**src/rtl/mu0_loader_pkg.sv**
```systemverilog
// Shared constants and state encoding for the MU0 boot loader (the defs.h values).
// Optional checksum stage is enabled by defining MU0_LOADER_CHECKSUM_EN.
package mu0_loader_pkg;

  localparam int MU0_MAXWIDTH = 16;
  localparam int MU0_MAXDEPTH = 12;
  localparam int BYTE_W       = 8;
  localparam int LEN_W        = 13;
  localparam int MAX_WORDS    = 4096;

  typedef enum logic [3:0] {
    ST_IDLE   = 4'd0,
    ST_LEN_HI = 4'd1,
    ST_LEN_LO = 4'd2,
    ST_DAT_HI = 4'd3,
    ST_DAT_LO = 4'd4,
    ST_WRITE  = 4'd5,
    ST_CHK    = 4'd6,
    ST_DONE   = 4'd7,
    ST_ERR    = 4'd8
  } loader_state_t;

  // Images larger than the memory are rejected rather than wrapped.
  function automatic logic len_too_big(input logic [LEN_W-1:0] n);
    return n > LEN_W'(MAX_WORDS);
  endfunction

endpackage

```
**src/rtl/mu0_loader_byte_pack.sv**
```systemverilog
// Two-byte big-endian word assembler: latches the high byte, presents {hi, data}.
// With MU0_LOADER_CHECKSUM_EN it also keeps a running XOR of accepted bytes.
module mu0_byte_pack
  import mu0_loader_pkg::*;
(
  input  logic                clk,
  input  logic                rst,
  input  logic                clear,
  input  logic                hi_load,
`ifdef MU0_LOADER_CHECKSUM_EN
  input  logic                acc_en,
  output logic [BYTE_W-1:0]   xor_acc,
`endif
  input  logic [BYTE_W-1:0]   data,
  output logic [2*BYTE_W-1:0] word
);

  logic [BYTE_W-1:0] hi_q;

  always_ff @(posedge clk or posedge rst) begin
    if (rst) begin
      hi_q <= '0;
    end else if (clear) begin
      hi_q <= '0;
    end else if (hi_load) begin
      hi_q <= data;
    end
  end

  // The low byte is taken straight from the stream on the cycle it transfers.
  assign word = {hi_q, data};

`ifdef MU0_LOADER_CHECKSUM_EN
  always_ff @(posedge clk or posedge rst) begin
    if (rst) begin
      xor_acc <= '0;
    end else if (clear) begin
      xor_acc <= '0;
    end else if (acc_en) begin
      xor_acc <= xor_acc ^ data;
    end
  end
`endif

endmodule

```
**src/rtl/mu0_loader.sv**
```systemverilog
// Boot-time loader: streams a length-prefixed byte image into MU0 memory and
// holds the core in reset until done. Optional checksum: MU0_LOADER_CHECKSUM_EN.
module mu0_loader
  import mu0_loader_pkg::*;
#(
  parameter int MAXWIDTH = MU0_MAXWIDTH,
  parameter int MAXDEPTH = MU0_MAXDEPTH
) (
  input  logic                Clk,
  input  logic                Reset,
  input  logic                start,
  input  logic                rx_valid,
  input  logic [BYTE_W-1:0]   rx_data,
  output logic                rx_ready,
  output logic                Wen,
  output logic                Ren,
  output logic [MAXDEPTH-1:0] address,
  output logic [MAXWIDTH-1:0] write_data,
  output logic                cpu_hold,
  output logic                done,
  output logic                error,
  output loader_state_t       fsm_state
);

  // Handshake: a byte moves on a rising edge where rx_valid and rx_ready are
  // both high; rx_ready depends only on state, never on rx_valid.

`ifdef MU0_LOADER_CHECKSUM_EN
  localparam loader_state_t END_STATE = ST_CHK;
  logic              acc_en;
  logic [BYTE_W-1:0] xor_acc;
`else
  localparam loader_state_t END_STATE = ST_DONE;
`endif

  loader_state_t        state, next_state;
  logic [LEN_W-1:0]     count, count_inc, word_count;
  logic [2*BYTE_W-1:0]  pack_word;
  logic                 xfer;
  logic                 begin_load, hi_load, len_lo_ld, dat_lo_ld, write_cyc;

  assign fsm_state = state;
  assign Ren       = 1'b0;
  assign rx_ready  = state inside {ST_LEN_HI, ST_LEN_LO, ST_DAT_HI, ST_DAT_LO, ST_CHK};
  assign xfer      = rx_valid & rx_ready;
  assign count_inc = count + 1'b1;

  mu0_byte_pack u_pack (
    .clk     (Clk),
    .rst     (Reset),
    .clear   (begin_load),
    .hi_load (hi_load),
`ifdef MU0_LOADER_CHECKSUM_EN
    .acc_en  (acc_en),
    .xor_acc (xor_acc),
`endif
    .data    (rx_data),
    .word    (pack_word)
  );

`ifdef MU0_LOADER_CHECKSUM_EN
  // The trailing checksum byte itself is not folded into the accumulator.
  assign acc_en = xfer && (state inside {ST_LEN_HI, ST_LEN_LO, ST_DAT_HI, ST_DAT_LO});
`endif

  always_comb begin
    next_state = state;
    Wen        = 1'b0;
    done       = 1'b0;
    error      = 1'b0;
    cpu_hold   = 1'b1;
    begin_load = 1'b0;
    hi_load    = 1'b0;
    len_lo_ld  = 1'b0;
    dat_lo_ld  = 1'b0;
    write_cyc  = 1'b0;
    case (state)
      ST_IDLE, ST_DONE, ST_ERR: begin
        done     = (state == ST_DONE);
        error    = (state == ST_ERR);
        cpu_hold = (state != ST_DONE);
        if (start) begin
          begin_load = 1'b1;
          next_state = ST_LEN_HI;
        end
      end
      ST_LEN_HI: begin
        if (xfer) begin
          hi_load    = 1'b1;
          next_state = ST_LEN_LO;
        end
      end
      ST_LEN_LO: begin
        if (xfer) begin
          len_lo_ld = 1'b1;
          if (pack_word[LEN_W-1:0] == '0) begin
            next_state = END_STATE;
          end else if (len_too_big(pack_word[LEN_W-1:0])) begin
            next_state = ST_ERR;
          end else begin
            next_state = ST_DAT_HI;
          end
        end
      end
      ST_DAT_HI: begin
        if (xfer) begin
          hi_load    = 1'b1;
          next_state = ST_DAT_LO;
        end
      end
      ST_DAT_LO: begin
        if (xfer) begin
          dat_lo_ld  = 1'b1;
          next_state = ST_WRITE;
        end
      end
      ST_WRITE: begin
        Wen       = 1'b1;
        write_cyc = 1'b1;
        next_state = (count_inc == word_count) ? END_STATE : ST_DAT_HI;
      end
`ifdef MU0_LOADER_CHECKSUM_EN
      ST_CHK: begin
        if (xfer) begin
          next_state = (rx_data == xor_acc) ? ST_DONE : ST_ERR;
        end
      end
`endif
      default: next_state = ST_IDLE;
    endcase
  end

  always_ff @(posedge Clk or posedge Reset) begin
    if (Reset) begin
      state      <= ST_IDLE;
      count      <= '0;
      word_count <= '0;
      address    <= '0;
      write_data <= '0;
    end else begin
      state <= next_state;
      if (begin_load) begin
        count <= '0;
      end else if (write_cyc) begin
        count <= count_inc;
      end
      if (len_lo_ld) begin
        word_count <= pack_word[LEN_W-1:0];
      end
      // Address and data settle here so they are stable through the WRITE cycle.
      if (dat_lo_ld) begin
        write_data <= MAXWIDTH'(pack_word);
        address    <= MAXDEPTH'(count);
      end
    end
  end

endmodule

```
**config.mk**
```make
export PLATFORM = sky130hd
export DESIGN_NAME = mu0_loader
export DESIGN_NICKNAME = d
export VERILOG_FILES = /design/src/rtl/mu0_loader_pkg.sv /design/src/rtl/mu0_loader_byte_pack.sv /design/src/rtl/mu0_loader.sv
export SDC_FILE = /design/constraint.sdc
export NUM_CORES = 1
export LEC_CHECK = 0
export ABC_AREA = 1
export CORE_ASPECT_RATIO = 1.1
export CORE_MARGIN = 1
export CORE_UTILIZATION = 42
export CTS_BUF_LIST = sky130_fd_sc_hd__clkbuf_2
export DETAILED_ROUTE_END_ITERATION = 10
export GPL_ROUTABILITY_DRIVEN = 0
export PLACE_DENSITY = 0.78
export SLEW_MARGIN = 30
export SYNTH_ARGS = -nofsm -noshare
export SYNTH_HDL_FRONTEND = slang
export SYNTH_HIERARCHICAL = 1
export SYNTH_SLANG_ARGS = --single-unit
```
**constraint.sdc**
```tcl
create_clock -name Clk -period 1.9 [get_ports Clk]
set_clock_uncertainty 0.2 [all_clocks]
set_input_delay 0.38 -clock Clk [delete_from_list [all_inputs] [get_ports Clk]]
set_output_delay 0.38 -clock Clk [all_outputs]
set_load 0.01 [all_outputs]
```
* Yosys cells after proc, flatten, opt, wreduce, memory -nomap -nowiden *
Index checks and enable logic that the tools add are counted.

storage, ports and cells
  register bits = 66
  bits of input ports = 12
  output and inout port bits = 38
  logic and storage cells = 55

operators by class
  add/sub/neg operators = 1
  magnitude comparators = 1
  equality and inequality tests = 15
  muxes and demuxes = 23
  bitwise operators = 1
  reduce and logical (&&, ||, !) cells = 8

operator list
  operator                                                                 number
  4-bit two-way mux                                                        7
  13-bit two-way mux                                                       2
  4-bit case mux with 6 select lines                                       1
  4-bit by 3-bit equality test with 1-bit output, second input constant    4
  8-bit two-way mux                                                        2
  13-bit by 1-bit adder with 13-bit output, second input constant          1
  13-bit equality test                                                     1
  13-bit greater-than comparator, second input constant                    1
  13-bit zero test                                                         1
  1-bit two-way mux                                                        10
  2-bit inequality test, second input constant                             5
  4-bit by 2-bit equality test with 1-bit output, second input constant    2
  5-bit AND reduction                                                      1
  5-bit nonzero test                                                       1
  4-bit by 1-bit equality test with 1-bit output, second input constant    1
  4-bit equality test, second input constant                               1
  4-bit zero test                                                          1
  4-bit by 3-bit inequality test with 1-bit output, second input constant  1
  2-bit nonzero test                                                       2
  3-bit two-way mux                                                        1
  3-bit OR reduction                                                       1
  2-bit OR reduction                                                       1
  1-bit bitwise AND                                                        1

* Longest topological paths before layout *
Gate-level depths: netlist of run 1.

  depth after elaboration = 7
  mapped depth = 15
  mapped depth without buffers = 15

* Hierarchy *
Netlist of run 1, hierarchy kept.

by module, submodules not included
  module         instances  cells each  area each (um2)  sequential area each (um2)
  mu0_loader     1          363         2817.7           1451.4
  mu0_byte_pack  1          44          399.1            200.2

* Worst setup path before layout of run 1 *
No wires, ideal clock.

  kind = flip-flop to flip-flop
  from = register state[3], in the netlist fsm_state[3]
  to = register count[10]
  setup time = 127 ps
  arrival time = 1662 ps
  slack = -89 ps
  stages on the path, launching flop included = 10
  buffers on the path = 1
  period minus slack after synthesis = 1989 ps
  cell sequence = dfrtp_1 inv_1 nand2_1 nor3_2 nor2_2 nor2_2 nor2_1 inv_2 buf_2 o22ai_1

on the way
  word-level cells in the longest chain between the ends = 4
  elaborated cells between the ends (all ways) = 9

ends and longest elaborated chain
  element                                                                 line               RTL
  from (decl)                                                             mu0_loader.sv:36   loader_state_t state, next_state;
  from (signal assigned)                                                  mu0_loader.sv:141  state <= next_state;
  4-bit by 3-bit equality test with 1-bit output (tied with other cells)  mu0_loader.sv:77   case (state)
  3-bit OR reduction (*)                                                  mu0_loader.sv:77
  1-bit two-way mux (*)                                                   mu0_loader.sv:77
  net begin_load                                                          mu0_loader.sv:40   logic begin_load, hi_load, len_lo_ld, dat_lo_ld, write_cyc;
  13-bit two-way mux or 2-bit nonzero test (tied branches)                n/a
  to (signal assigned)                                                    mu0_loader.sv:145  count <= count_inc;
  to (decl)                                                               mu0_loader.sv:37   logic [LEN_W-1:0] count, count_inc, word_count;

The timed path passes the listed nets; every way through them passes the cells marked *.
A chain may end at the register's enable or synchronous reset.

* Worst setup path after layout of run 1 *
  from = register state[0], in the netlist fsm_state[0]
  to = output error

on the way
  word-level cells in the longest chain between the ends = 3
  elaborated cells between the ends (all ways) = 5

ends and longest elaborated chain
  element                                                                 line              RTL
  4-bit by 3-bit equality test with 1-bit output (tied with other cells)  mu0_loader.sv:77
  3-bit OR reduction                                                      mu0_loader.sv:77
  1-bit two-way mux (*)                                                   mu0_loader.sv:77
  to (decl)                                                               mu0_loader.sv:21  output logic error,

Every way passes the cells marked *; elsewhere a longest branch is shown, timed or not.

==> results.sh, run 1 <==
export IMPL_critPathArrivalTime_ns=1.56
export IMPL_powerDensity_nw_per_um2=1310
export IMPL_placed_cells=561
export IMPL_synth_seq_area_share_pct=51.3
export IMPL_p_leak_nw=2.31
export IMPL_io_pins=50
export IMPL_min_from="rx_data[5]"
export IMPL_root_buffer="clkbuf_2"
export IMPL_grt_start_max_net_pins=27
export IMPL_rows=33
export IMPL_drv_slew=0
export IMPL_hold_depth=3
export IMPL_ant_nets=0
export IMPL_setup_viol_count_final=29
export IMPL_drtPass1Iterations=5
export IMPL_area_growth_pct=42.3
export IMPL_drive_gt1_share_pct=27.8
export IMPL_syn_inst=407
export IMPL_die_w_um=85.4
export IMPL_rsz0062_at_grt="yes"
export IMPL_end_kind="primary output"
export IMPL_cts_tree="yes"
export IMPL_grt_pass1_wl_mm=13.6
export IMPL_worst_path_max_fanout=2
export IMPL_instances_no_fill=605
export IMPL_final_nets=526
export IMPL_drt_initial_drc_count=149
export IMPL_r2r_start="fsm_state[2]"
export IMPL_worst_slack_ns=-0.236
export IMPL_period_share_pct=112
export IMPL_synth_seq_cells=66
export IMPL_worstSetupPathType="reg2out"
export IMPL_fin_crit_ns=2.14
export IMPL_n_antenna_cell=0
export IMPL_violations="setup timing"
export IMPL_wirelength_mm=8.49
export IMPL_status="complete, but fails checks"
export IMPL_gr_total_overflow=0
export IMPL_synth_area_per_cell_um2=7.90
export IMPL_hold_path_class="in2reg"
export IMPL_p_total_w=0.00599
export IMPL_hold_viol=0
export IMPL_cp_required_ns=1.32
export IMPL_yosysUniqueCellTypes=28
export IMPL_grt_antenna_before_repair=0
export IMPL_fill_cells=636
export IMPL_clock_path_buffers=2
export IMPL_post_drt_via_cell_ratio=5.09
export IMPL_start_kind="flip-flop"
export IMPL_grt_total_usage_pct=22.0
export IMPL_htreeDepth=3
export IMPL_cts_sinks=66
export IMPL_vias=3079
export IMPL_grt_pass1_vias=3020
export IMPL_dp_hpwl_mm=5.72
export IMPL_cts_inserted_buffers=9
export IMPL_clkTransAtPathRegs_ns=0.20
export IMPL_syn_area_um2=3220
export IMPL_drc=0
export IMPL_dieArea_um2=8010
export IMPL_io_buffers=48
export IMPL_synth_nets=420
export IMPL_fp_dieH_um=93.8
export IMPL_design_core_area_um2=7430
export IMPL_wl_per_cell_um=14.0
export IMPL_start_util_pct=43.3
export IMPL_clkLatencyLatePin_ns=0.51
export IMPL_fmax_mhz=468
export IMPL_reg2reg_depth=11
export IMPL_peakVddDrop_mv=0.862
export IMPL_max_cap_violations=0
export IMPL_final_util_pct=61.6
export IMPL_ys_warn_count=6
export IMPL_critPathLaunch="fsm_state[0]"
## worst paths after layout
path                                   to  slack, ns
max                                 error      -0.24
min reg2reg                    address[1]       0.30
min in group asynchronous  u_pack/hi_q[5]       0.56
max in group asynchronous        count[1]       0.51
min                        u_pack/hi_q[5]       0.25
max reg2reg                      count[3]      -0.16
## through the flow
stage          hold WS (ns)  setup slack (ns)  instance area, um^2  setup TNS, ns
2_1_floorplan      -0.00434            0.0442                 3230              0
3_3_place_gp          0.251           -0.0554                 4050         -0.988
3_5_place_dp          0.259            -0.101                 4050          -1.96
4_1_cts               0.229            -0.259                 4340         -0.882
5_1_grt               0.243            -0.317                 4580          -5.38
6_report              0.246            -0.236                 4580          -2.64
## synthesized netlist by cell type, drive strengths merged
library cell	count	area, um^2
nand2	132	495
dfrtp	66	1650
inv	53	199
o21ai	50	250
nand3	30	150
nor2	26	129
buf	13	93.8
o22ai	10	62.6
clkbuf	5	18.8
nand3b	5	37.5
nand4	4	25.0
mux2	3	33.8
nor3	3	20.0
a21boi	1	7.51
a31oi	1	6.26
clkinv	1	3.75
conb	1	3.75
ha	1	12.5
o211ai	1	7.51
xnor2	1	8.76
## cell families after synthesis
kind of cell,count (synthesis),synth area share (%)
and+or+nand+nor,200,26.6
buffers and inverters,72,9.80
DFF,66,51.3
AOI/OAI and AO/OA,63,10.4
muxes,3,1.05
adders and majority gates,1,0.389
other,1,0.117
xor gates and xnor gates,1,0.272
## cells in the final DEF (no fill, tap or decap), types with 2 or more instances in the layout
master | netlist | final
nand2_1 | 132 | 121
dfrtp_1 | 66 | 66
buf_4 | 9 | 44
inv_1 | 50 | 41
nand3_1 | 30 | 28
dlygate4sd2_1 | 0 | 28
o21ai_0 | 35 | 24
o21ai_1 | 15 | 23
buf_6 | 1 | 18
nor2_1 | 21 | 13
clkdlybuf4s50_1 | 0 | 11
clkbuf_2 | 0 | 10
inv_2 | 3 | 9
nor2_4 | 1 | 8
nand2_2 | 0 | 8
o22ai_2 | 0 | 8
clkinvlp_4 | 0 | 5
nand3b_1 | 5 | 5
buf_12 | 0 | 5
nor2_2 | 3 | 4
nand4_1 | 4 | 4
nand2_4 | 0 | 3
o21ai_2 | 0 | 3
mux2_2 | 3 | 3
buf_2 | 3 | 3
nor3_4 | 0 | 2
inv_4 | 0 | 2
o22ai_1 | 10 | 2
nand3_2 | 0 | 2
clkinv_1 | 1 | 2
## routing by layer
layer	part of all wire, %	GRT usage (%)	vias to the layer above
met5	0	0	-
met4	3.0	10.6	0
met3	4.4	3.87	24
met2	50	38.3	93
met1	42	26.3	1448
li1	-	-	1514
## state kept, by name (all words and copies together) (netlist names)
name,count
address,12
count,13
word_count,13
u_pack/hi_q,8
fsm_state,4
write_data,16
## timing repair
action                     CTS  global route
pin swaps                    8             9
hold buffers                 1             0
gates resized for setup    101            51
gates cloned                 1             1
hold endpoints to repair     5             0
setup endpoints to repair   73            61
buffers inserted            17            11
## power by group
| group | internal, W | switching [W] |
|---|---|---|
| logic | 0.00145 | 0.00155 |
| registers | 0.00187 | 0.000311 |
| clock network | 0.000298 | 0.000518 |
## worst max-delay path, stage by stage, from the launching register on
cell and delay [ns]:
dfrtp_1 0.43, buf_6 0.13, nor2_4 0.14, inv_2 0.06, nor3_2 0.15, buf_2 0.15
## cell type report
cell class	instances	area (um^2)	share of cell area (%)
clock buffers	10	50.0	1.09
clock inverters	6	57.6	1.26
inverters	54	215	4.70
multi-input cells	269	1450	31.8
flip-flops and latches	66	1650	36.1
well taps	87	109	2.38
repair buffers	111	1030	22.5
repair inverters	2	12.5	0.273
(Power assumes the default switching activity.)
==> inputs of run 2 (changes only) <==
Settings changed: ABC_AREA 1 to 0, SYNTH_HIERARCHICAL 1 to unset.
==> results.sh, run 2 <==
export IMPL_yosysUniqueCellTypes=50
export IMPL_critPathLaunch="fsm_state[3]"
export IMPL_dp_hpwl_mm=5.62
export IMPL_final_nets=431
export IMPL_end_kind="primary output"
export IMPL_dieArea_um2=8140
export IMPL_seqCellArea_um2=1650
export IMPL_rows=33
export IMPL_design_core_area_um2=7510
export IMPL_drive_gt1_share_pct=42.8
export IMPL_largest_reg_flops=16
export IMPL_gr_total_overflow=0
export IMPL_yosysMostFrequentCell="dfrtp_1"
export IMPL_cts_inserted_buffers=9
export IMPL_status="complete, but fails checks"
export IMPL_area_growth_pct=49.1
export IMPL_io_pins=50
export IMPL_ant_nets=0
export IMPL_wirelength_mm=9.60
export IMPL_grt_total_usage_pct=22.5
export IMPL_grt_pass1_wl_mm=13.8
export IMPL_io_buffers=48
export IMPL_top_regs="write_data (16), count (13), word_count (13)"
export IMPL_synth_area_per_cell_um2=11.0
export IMPL_clkLatencyLatePin_ns=0.51
export IMPL_synth_seq_cells=66
export IMPL_violations="setup timing"
export IMPL_wl_met1_mm=3.83
export IMPL_fmax_mhz=453
export IMPL_period_share_pct=116
export IMPL_start_kind="flip-flop"
export IMPL_root_buffer="clkbuf_2"
export IMPL_n_antenna_cell=0
export IMPL_vias=2944
export IMPL_fin_crit_ns=2.21
export IMPL_wl_met3_um=488
export IMPL_cts_sinks=66
export IMPL_top_layer_used="met4"
export IMPL_htreeDepth=3
export IMPL_grt_start_max_net_pins=67
export IMPL_synth_seq_area_share_pct=50.5
export IMPL_hold_viol=0
export IMPL_fill_cells=577
export IMPL_clkTransAtPathRegs_ns=0.21
export IMPL_synth_ff_type="dfrtp_1"
export IMPL_drc=0
export IMPL_setup_viol_count_final=49
export IMPL_worst_slack_ns=-0.309
export IMPL_hold_path_class="in2async"
export IMPL_drv_slew=0
export IMPL_wl_per_cell_um=18.2
export IMPL_synth_top_area_share_pct=50.5
export IMPL_post_drt_via_cell_ratio=5.58
export IMPL_timing_setup_tns_ns=-5.02
export IMPL_ys_warn_count=0
export IMPL_postPlaceCellArea_um2=4250
export IMPL_die_w_um=86.1
export IMPL_grt_pass1_vias=2753
export IMPL_design_area_um2=4870
export IMPL_synth_nets=310
export IMPL_synth_area_leaders="dfrtp_1 51%, mux2_2 13%, o21ai_0 3.2%"
export IMPL_syn_area_um2=3270
export IMPL_fp_dieH_um=94.5
export IMPL_drtPass1Iterations=7
export IMPL_peakVddDrop_mv=0.717
export IMPL_clock_path_buffers=2
export IMPL_cts_hold_buffers_added=0
export IMPL_drt_initial_drc_count=179
export IMPL_worstSetupPathType="reg2out"
export IMPL_powerDensity_nw_per_um2=1380
export IMPL_ys_async_sr_fraction_pct=100
export IMPL_synth_edf_count=0
export IMPL_wl_met2_mm=4.91
export IMPL_rsz0062_at_grt="yes"
export IMPL_syn_inst=297
export IMPL_cp_required_ns=1.32
export IMPL_multiInputGateArea_um2=1680
export IMPL_r2r_start="fsm_state[3]"
export IMPL_worst_path_max_fanout=4
export IMPL_yosys_area_top_type="dfrtp_1"
export IMPL_synth_common_cells="66 x dfrtp_1, 39 x mux2_2, 21 x o21ai_0"
export IMPL_max_cap_violations=0
export IMPL_final_cell_mix="64 x dfrtp_1, 58 x buf_4, 38 x mux2_2"
export IMPL_cts_tree="yes"
export IMPL_start_util_pct=43.5
export IMPL_critPathArrivalTime_ns=1.63
export IMPL_grt_antenna_before_repair=0
export IMPL_mostFrequentLayoutCell="dfrtp_1"
export IMPL_p_leak_nw=2.28
export IMPL_regMostFlops="write_data"
[run 2: metrics by stage]
| step | power (W) | hold WS (ns) | cells | util (%) | setup WS, ns |
|---|---|---|---|---|---|
| floorplan | 0.00371 | 0.262 | 297 | - | -0.124 |
| global placement | 0.00492 | 0.264 | 486 | 56.6 | -0.191 |
| detailed placement | 0.00503 | 0.271 | 486 | 56.6 | -0.234 |
| CTS | 0.00615 | 0.0471 | 518 | 61.6 | -0.280 |
| global route | 0.00708 | 0.0618 | 528 | 64.9 | -0.386 |
| finish | 0.00673 | 0.0763 | 528 | 64.9 | -0.309 |
[run 2: per-layer routing]
layer	up-vias	global-route usage (%)
li1	1332	-
met1	1450	27.3
met2	132	38.6
met3	30	4.02
met4	0	11.4
met5	-	0
[run 2: cell families after synthesis]
family,Yosys count,share of synthesized area (%)
AOI/OAI and AO/OA,65,14.0
muxes,39,13.4
and+or+nand+nor,81,13.5
DFF,66,50.5
other,1,0.115
buffers and inverters,29,3.98
xor gates and xnor gates,15,4.02
adders and majority gates,1,0.383
[run 2: worst paths after layout]
path	end	slack [ns]	cells after the start
min in group Clk	address[6]	0.32	1
min	word_count[3]	0.08	3
max in group asynchronous	count[9]	1.12	3
max	Wen	-0.31	5
max reg2reg	fsm_state[2]	-0.29	8
min reg2reg	address[6]	0.32	1
[run 2: cell type report]
class	instances	area share [%]
Tap cell	105	2.70
Timing Repair Buffer	130	25.2
Clock buffer	10	1.03
Inverter	9	0.924
Multi-Input combinational cell	202	34.4
Clock inverter	6	1.85
Sequential cell	66	33.9
[run 2: critical path, cell delays in order (launching register included)]
cell,delay (ns)
dfrtp_1,0.46
buf_6,0.14
nand4bb_1,0.22
buf_6,0.17
clkinv_4,0.05
buf_6,0.09
[run 2: repair_timing]
item                       4_1_cts  5_1_grt
pin swaps                        6        6
resized for setup               99       44
buffers inserted                14        8
setup endpoints to repair       78       70
gates cloned                     3        2
[run 2: power by group]
| group | leakage (nW) | switching (W) | total, W | internal, W |
|---|---|---|---|---|
| Sequential | 0.850 | 0.000401 | 0.00231 | 0.00191 |
| Clock | 0.0841 | 0.000538 | 0.000984 | 0.000446 |
| Combinational | 1.35 | 0.00159 | 0.00344 | 0.00185 |
| Total | 2.28 | 0.00253 | 0.00673 | 0.00421 |
==> inputs of run 3 (changes only) <==
Settings changed: CTS_BUF_LIST sky130_fd_sc_hd__clkbuf_2 to unset.
==> results.sh, run 3 (synthesized netlist as in run 2, its figures left out) <==
export IMPL_wirelength_mm=9.53
export IMPL_fill_cells=565
export IMPL_grt_pass1_vias=2917
export IMPL_hold_viol=0
export IMPL_clock_path_buffers=2
export IMPL_drive_gt1_share_pct=39.7
export IMPL_worst_slack_ns=-0.198
export IMPL_r2r_start="word_count[8]"
export IMPL_violations="setup timing"
export IMPL_start_util_pct=43.5
export IMPL_mostFrequentLayoutCell="dfrtp_1"
export IMPL_postPlaceCellArea_um2=4250
export IMPL_design_core_area_um2=7510
export IMPL_grt_pass1_wl_mm=14.9
export IMPL_drv_slew=0
export IMPL_ant_nets=0
export IMPL_wl_per_cell_um=18.5
export IMPL_n_antenna_cell=0
export IMPL_io_pins=50
export IMPL_cts_sinks=66
export IMPL_design_area_um2=4830
export IMPL_largest_reg_flops=16
export IMPL_drc=0
export IMPL_grt_total_usage_pct=24.2
export IMPL_setup_viol_count_final=33
export IMPL_powerDensity_nw_per_um2=1440
export IMPL_post_drt_via_cell_ratio=5.74
export IMPL_final_nets=419
export IMPL_fin_crit_ns=2.10
export IMPL_die_w_um=86.1
export IMPL_status="complete, but fails checks"
export IMPL_drtPass1Iterations=5
export IMPL_clkTransAtPathRegs_ns=0.08
export IMPL_fp_dieH_um=94.5
export IMPL_io_buffers=48
export IMPL_grt_start_max_net_pins=67
export IMPL_worstSetupPathType="reg2reg"
export IMPL_cts_tree="yes"
export IMPL_peakVddDrop_mv=0.990
export IMPL_fmax_mhz=477
export IMPL_final_cell_mix="63 x dfrtp_1, 51 x buf_4, 39 x mux2_2, 39 x clkdlybuf4s50_1, 19 x o21ai_0"
export IMPL_worst_path_max_fanout=2
export IMPL_vias=2963
export IMPL_end_kind="flip-flop"
export IMPL_regMostFlops="write_data"
export IMPL_reg2reg_slack_ns=-0.20
export IMPL_cp_required_ns=1.95
export IMPL_top_regs="write_data (16), count (13), word_count (13)"
export IMPL_dieArea_um2=8140
export IMPL_hold_path_class="in2async"
export IMPL_clkLatencyLatePin_ns=0.35
export IMPL_rsz0062_at_grt="yes"
export IMPL_grt_antenna_before_repair=0
export IMPL_rows=33
export IMPL_critPathArrivalTime_ns=2.15
export IMPL_root_buffer="clkbuf_8"
export IMPL_cts_inserted_buffers=9
export IMPL_period_share_pct=110
export IMPL_pre_cts_slack_ns=-0.234
export IMPL_rr_endpoint="fsm_state[2]"
export IMPL_dp_hpwl_mm=5.62
export IMPL_reg2reg_depth=5
export IMPL_drt_initial_drc_count=238
export IMPL_start_kind="flip-flop"
export IMPL_gr_total_overflow=0
export IMPL_p_leak_nw=2.13
export IMPL_htreeDepth=3
export IMPL_area_growth_pct=47.7
export IMPL_max_cap_violations=0
export IMPL_cts_hold_buffers_added=0
[run 3: worst max path at each step]
| stage | startpoint | endpoint | slack (ns) |
|---|---|---|---|
| after floorplan | count[9] | fsm_state[2] | -0.12 |
| final | word_count[8] | fsm_state[2] | -0.20 |
| after detailed placement | rx_valid | fsm_state[1] | -0.23 |
| after CTS | word_count[8] | fsm_state[2] | -0.16 |
| after global routing | word_count[8] | fsm_state[2] | -0.29 |
| after global placement | rx_valid | fsm_state[1] | -0.19 |
[run 3: power breakdown]
part	switching [W]	internal [W]
Combinational	0.00146	0.00179
Sequential	0.000410	0.00192
Clock	0.000569	0.000784
Total	0.00244	0.00449
[run 3: critical path: stages (launching register included)]
cell and delay, ns:
dfrtp_1 0.40, or3b_4 0.42, a2111oi_4 0.33, o21ai_2 0.09
a2111o_1 0.38, o31ai_2 0.18
[run 3: per-stage QoR]
stage / hold slack, ns / util, % / std cells / total power, W / TNS, ns
2_1_floorplan: 0.262 / - / 297 / 0.00371 / -0.124
3_3_place_gp: 0.264 / 56.6 / 486 / 0.00492 / -8.07
3_5_place_dp: 0.271 / 56.6 / 486 / 0.00503 / -9.45
4_1_cts: 0.272 / 62.7 / 514 / 0.00663 / -0.372
5_1_grt: 0.295 / 64.3 / 516 / 0.00728 / -4.22
6_report: 0.265 / 64.3 / 516 / 0.00693 / -1.81
[run 3: routing by layer]
layer | global-route usage, % | wire length, um | vias to the layer above
li1 | - | - | 1316
met1 | 29.0 | 3800 | 1451
met2 | 40.1 | 4770 | 160
met3 | 6.29 | 579 | 36
met4 | 12.5 | 376 | 0
met5 | 0 | 0 | -
[run 3: area by class of cell]
type,instances,area [um^2],area share [%]
Multi-Input combinational cell,202,1630,33.8
Inverter,9,45.0,0.933
Clock buffer,11,141,2.93
Timing Repair Buffer,118,1130,23.5
Sequential cell,66,1660,34.3
Clock inverter,5,86.3,1.79
Tap cell,105,131,2.72
[run 3: repair_timing]
action / 4_1_cts / 5_1_grt
setup buffers: 9 / 2
gates cloned: 3 / 0
gates resized for setup: 53 / 25
setup endpoints to repair: 48 / 68
pin swaps: 4 / 6
==> edit 1 (flow settings as in run 3) <==
Put a register stage on the output `error`, with the module's reset. The value now appears one clock later. The other outputs are not delayed to match.
--- a/src/rtl/mu0_loader.sv
+++ b/src/rtl/mu0_loader.sv
@@ -23,2 +23,4 @@
 );
+
+  logic error_d;
 
@@ -69,3 +71,3 @@
     done       = 1'b0;
-    error      = 1'b0;
+    error_d    = 1'b0;
     cpu_hold   = 1'b1;
@@ -79,3 +81,3 @@
         done     = (state == ST_DONE);
-        error    = (state == ST_ERR);
+        error_d  = (state == ST_ERR);
         cpu_hold = (state != ST_DONE);
@@ -157,2 +159,10 @@
 
+  always_ff @(posedge Clk or posedge Reset) begin
+    if (Reset) begin
+      error <= '0;
+    end else begin
+      error <= error_d;
+    end
+  end
+
 endmodule
Check against the original RTL: not equivalent (Yosys sat finds a counterexample within 4 cycles, from zero or initial values and one cycle with Reset high).
==> edit 1 against run 3 <==
The run still ends with setup timing left; clock power up 9.6%; largest power group unchanged; synthesized cell count down 5.1%; sequential share of layout area up 2.3 points; cell count down 6.2%; sequential cell count up 1; design area down 4.9%; area after synthesis up 1.5%; wire length down 17%; core utilization down 3.5 points; fmax up 8.3%; global-route usage down 3.3 points; via count down 11%; total power down 3.7%; worst setup slack better by 160 ps.
==> edit 1: results (changes against run 3) <==
| Metric | Value |
|---|---|
| Status | finished with violations (unchanged) |
| Failing checks | setup timing (unchanged) |
| Sequential area share after synthesis | 50.5% (about the same) |
| CP Max Fanout | 6 (was 2) |
| Antenna diodes | 0 (unchanged) |
| Clock transition at the registers of the reported paths | 70 ps |
| Async set or reset register ratio after synthesis | 100% (unchanged) |
| DR iter-0 viols | 129 (was 238) |
| Clk buf depth | 2 (unchanged) |
| Clock H-tree levels | 3 (unchanged) |
| PnR worst setup slack | -37.2 ps (was -198 ps) |
| I/O Buffers | 48 (unchanged) |
| CP arrival | 1360 ps (was 2150 ps) |
| Number of CTS-inserted buffers | 9 (unchanged) |
| Wire per inst | 16.4 um (was 18.5 um) |
| DP Cell Count | 463 (was 486) |
| Initial antenna violation count | 0 (unchanged) |
| Peak VDD IR | 0.879 mV (was 0.990 mV) |
| Pin count of the biggest net entering global routing | 68 (was 67) |
| Post-detail-place hpwl | 5.31 mm (was 5.62 mm) |
| # setup viols final | 1 (was 33) |
| Vias in the first global route | 2583 (was 2917) |
| Total net switching power | 2.13 mW (was 2.44 mW) |
| Syn avg cell area | 11.8 sq um (was 11.0 sq um) |
| Clock latency on the worst-skew pair | 360 ps |
| Hold Path Class | input pin to async pin (unchanged) |
| P_leak | 2.04 nW (was 2.13 nW) |
| Post-Syn Nets | 295 (was 310) |
| Post-place instance area | 4220 sq um (was 4250 sq um) |
| Post-synth top cells | 67 x dfrtp_1, 41 x mux2_2, 19 x o21ai_0 (was 66 x dfrtp_1, 39 x mux2_2, 21 x o21ai_0) |
| GRT Total Usage | 20.9% (was 24.2%) |
| First-pass DRT Iterations | 4 (was 5) |
| Fin cells | 484 (was 516) |
| Largest cells by area after synthesis | dfrtp_1 51%, mux2_2 14%, o21ai_0 2.9%, xnor2_1 2.6%, a22o_1 2.4% (was dfrtp_1 51%, mux2_2 13%, o21ai_0 3.2%, a22o_1 2.4%, xnor2_1 2.4%) |
| Vias per cell | 5.47 (was 5.74) |
| Root buffer cell | clkbuf_8 (unchanged) |
| Synth unique cells | 59 (was 50) |
| Place WS | -268 ps (was -234 ps) |
| Top flop regs | write_data (16), count (13), word_count (13) (unchanged) |
| First-pass GRT wire length | 12.9 mm (was 14.9 mm) |
| Nets | 388 (was 419) |
| YS warnings | 0 (unchanged) |
| Fraction of layout instances using a drive strength above 1 | 37.2% (was 39.7%) |
[edit 1: cell types whose count changed after synthesis, sizes merged, moves of 3 or more]
cell           run 3  this run
clkbuf            10         3
buf               10        15
a21oi              9         5
nor2              16        12
inv                8         5
nor3               6         3
[edit 1: logic make-up after synthesis]
| group | after synthesis | synth area share [%] |
|---|---|---|
| buffers and inverters | 23 | 4.04 |
| multiplexers | 41 | 13.9 |
| adder cells (fa/ha/maj) | 1 | 0.377 |
| flip-flops | 67 | 50.5 |
| AND/OR/NAND/NOR | 74 | 13.2 |
| AO/OA/AOI/OAI | 58 | 12.3 |
| other | 1 | 0.113 |
| XOR/XNOR | 17 | 5.47 |
[edit 1: final timing paths]
kind | start | end | slack [ps] | cells past startpoint
worst min register to register | address[3] | address[3] | 290 | 2
worst min-delay path | Reset | write_data[7] | 260 | 3
worst max register to register | fsm_state[0] | word_count[7] | 10 | 7
min in group Clk | address[3] | address[3] | 290 | 2
max in group asynchronous | Reset | fsm_state[2] | 950 | 3
worst max-delay path | fsm_state[2] | rx_ready | -40 | 4
[edit 1: area by class of cell]
class	instances	area [sq um]
Clock inverter	4	97.6
Timing Repair Buffer	100	945
Tap cell	105	131
Sequential cell	67	1680
Clock buffer	11	151
Fill cell	589	2960
Inverter	5	25.0
Multi-Input combinational cell	192	1560
[edit 1: worst max-delay path, cell delays in order, from the launching register on]
cell and delay [ps]:
dfrtp_2 410, buf_6 130, buf_6 120, a211oi_2 170, buf_2 160
[edit 1: what timing repair did]
action | in CTS | in global routing
setup buffers | 3 | 2
setup endpoints to repair | 9 | 24
pin swaps | 0 | 3
gates cloned | 0 | 1
gates resized for setup | 28 | 18
[edit 1: routing by layer]
layer / vias to the layer above / wire (um) / global-route usage (%)
li1: 1216 / - / -
met1: 1342 / 3310 / 25.7
met2: 71 / 4060 / 34.1
met3: 20 / 345 / 4.07
met4: 0 / 216 / 12.5
met5: - / 0 / 0
[edit 1: through the flow]
| step | TNS, ps | hold slack (ps) |
|---|---|---|
| finish | -37.2 | 258 |
| global route | -274 | 314 |
| CTS | -61.3 | 271 |
| detailed placement | -8290 | 282 |
| global placement | -6910 | 272 |
| floorplan | 0 | 262 |
[edit 1: power groups by stage]
stage	Clock, mW	Sequential (mW)	Combinational [mW]
2_1_floorplan	0	2.38	1.36
3_3_place_gp	0	2.32	2.62
3_5_place_dp	0	2.34	2.69
4_1_cts	1.50	2.32	2.75
5_1_grt	1.56	2.39	3.08
6_report	1.48	2.34	2.85
==> edit 2 (settings of run 3) <==
Made on the original files. The option `MU0_LOADER_CHECKSUM_EN` is turned on by a define.
--- a/src/rtl/mu0_loader_byte_pack.sv
+++ b/src/rtl/mu0_loader_byte_pack.sv
@@ -2,2 +2,4 @@
 // With MU0_LOADER_CHECKSUM_EN it also keeps a running XOR of accepted bytes.
+`define MU0_LOADER_CHECKSUM_EN
+
 module mu0_byte_pack
Behaviour: not the same (Yosys sat finds a counterexample within 4 cycles, from zero or initial values and one cycle with Reset high).
==> edit 2 against run 3 <==
The flow still finishes with violations (setup timing); design area grew 6.0%; total power grew 10%; combinational power grew 16%; worst setup slack lost 18 ps; wire length shrank 2.8%; fmax shrank 0.86%; critical path depth grew 1; sequential cell count grew 8; area after synthesis grew 13%; count of clock-buffer cells in the layout shrank 2.
==> edit 2: results (changes against run 3) <==
| Metric | Value |
|---|---|
| Status | finished with violations (unchanged) |
| Failing checks | setup timing (unchanged) |
| Vias in the first global route | 3152 (was 2917) |
| Nets | 470 (was 419) |
| Bufs w/o clock | 116 (was 118) |
| Power density cells | 1500 nW/um^2 (was 1440 nW/um^2) |
| Post-CTS Repair Setup Buffers | 5 (was 9) |
| Power Clock | 1.18 mW (was 1.35 mW) |
| Post-synthesis cell count | 349 (was 297) |
| Crit-path max cell delay | 440 ps (was 420 ps) |
| First-pass GRT wire length | 15.1 mm (was 14.9 mm) |
| Wire per inst | 16.2 um (was 18.5 um) |
| Invs w/o clock | 7 (was 9) |
| Clock buffers | 9 (was 11) |
| Clock-cell share | 3.55% (was 4.72%) |
| P_leak | 2.31 nW (was 2.13 nW) |
| Post-detail-place hpwl | 6.58 mm (was 5.62 mm) |
| CP Max Fanout | 5 (was 2) |
| Vias post-DR | 3036 (was 2963) |
| Post-Syn Nets | 362 (was 310) |
| PnR worst setup slack | -216 ps (was -198 ps) |
| Cts repair resizes | 37 (was 53) |
| Hold_ws | 151 ps (was 265 ps) |
| Share of power burned in registers | 35.4% (was 33.6%) |
| CP max stage cell | dfrtp_2 (was or3b_4) |
| # setup viols final | 4 (was 33) |
| Peak VDD IR | 0.785 mV (was 0.990 mV) |
| WL final | 9.26 mm (was 9.53 mm) |
| DP Cell Count | 551 (was 486) |
| Sequential area share after synthesis | 50.3% (was 50.5%) |
| P&R area growth vs syn | 39.0% (was 47.7%) |
| Largest cells by area after synthesis | dfrtp_1 50%, mux2_2 12%, xor2_1 5.7%, nand2_1 4.4%, xnor2_1 2.9% (was dfrtp_1 51%, mux2_2 13%, o21ai_0 3.2%, a22o_1 2.4%, xnor2_1 2.4%) |
| FF+latch count, synth | 74 (was 66) |
| First-pass DRT Iterations | 4 (was 5) |
| GRT Total Usage | 21.4% (was 24.2%) |
| Cells on worst reg2reg path | 6 (was 5) |
| Sequential cell area | 1850 sq um (was 1660 sq um) |
edit 2: critical path, delay by kind of cell, from the launching register on:
kind / cells / cell delay, ps
AO/OA/AOI/OAI: 2 / 650
adder cells (fa/ha/maj): 1 / 180
flip-flops: 1 / 440
AND/OR/NAND/NOR: 3 / 520
edit 2: kinds of logic (layout without fill, tap and decap cells):
| family | count (synthesis) | after routing | synth area share (%) |
|---|---|---|---|
| AND/OR/NAND/NOR | 114 | 114 | 15.3 |
| adder cells (fa/ha/maj) | 1 | 1 | 0.340 |
| other | 1 | 1 | 0.102 |
| buffers and inverters | 26 | 137 | 3.23 |
| flip-flops | 74 | 74 | 50.3 |
| multiplexers | 41 | 41 | 12.5 |
| AO/OA/AOI/OAI | 56 | 56 | 9.65 |
| XOR/XNOR | 36 | 36 | 8.56 |
edit 2: layer usage:
metal	global-route usage (%)	vias to the layer above	share of wire [%]
met2	37.4	80	52
met3	3.79	29	3.7
met1	25.7	1493	42
met4	10.3	0	2.7
li1	-	1434	-
met5	0	-	0
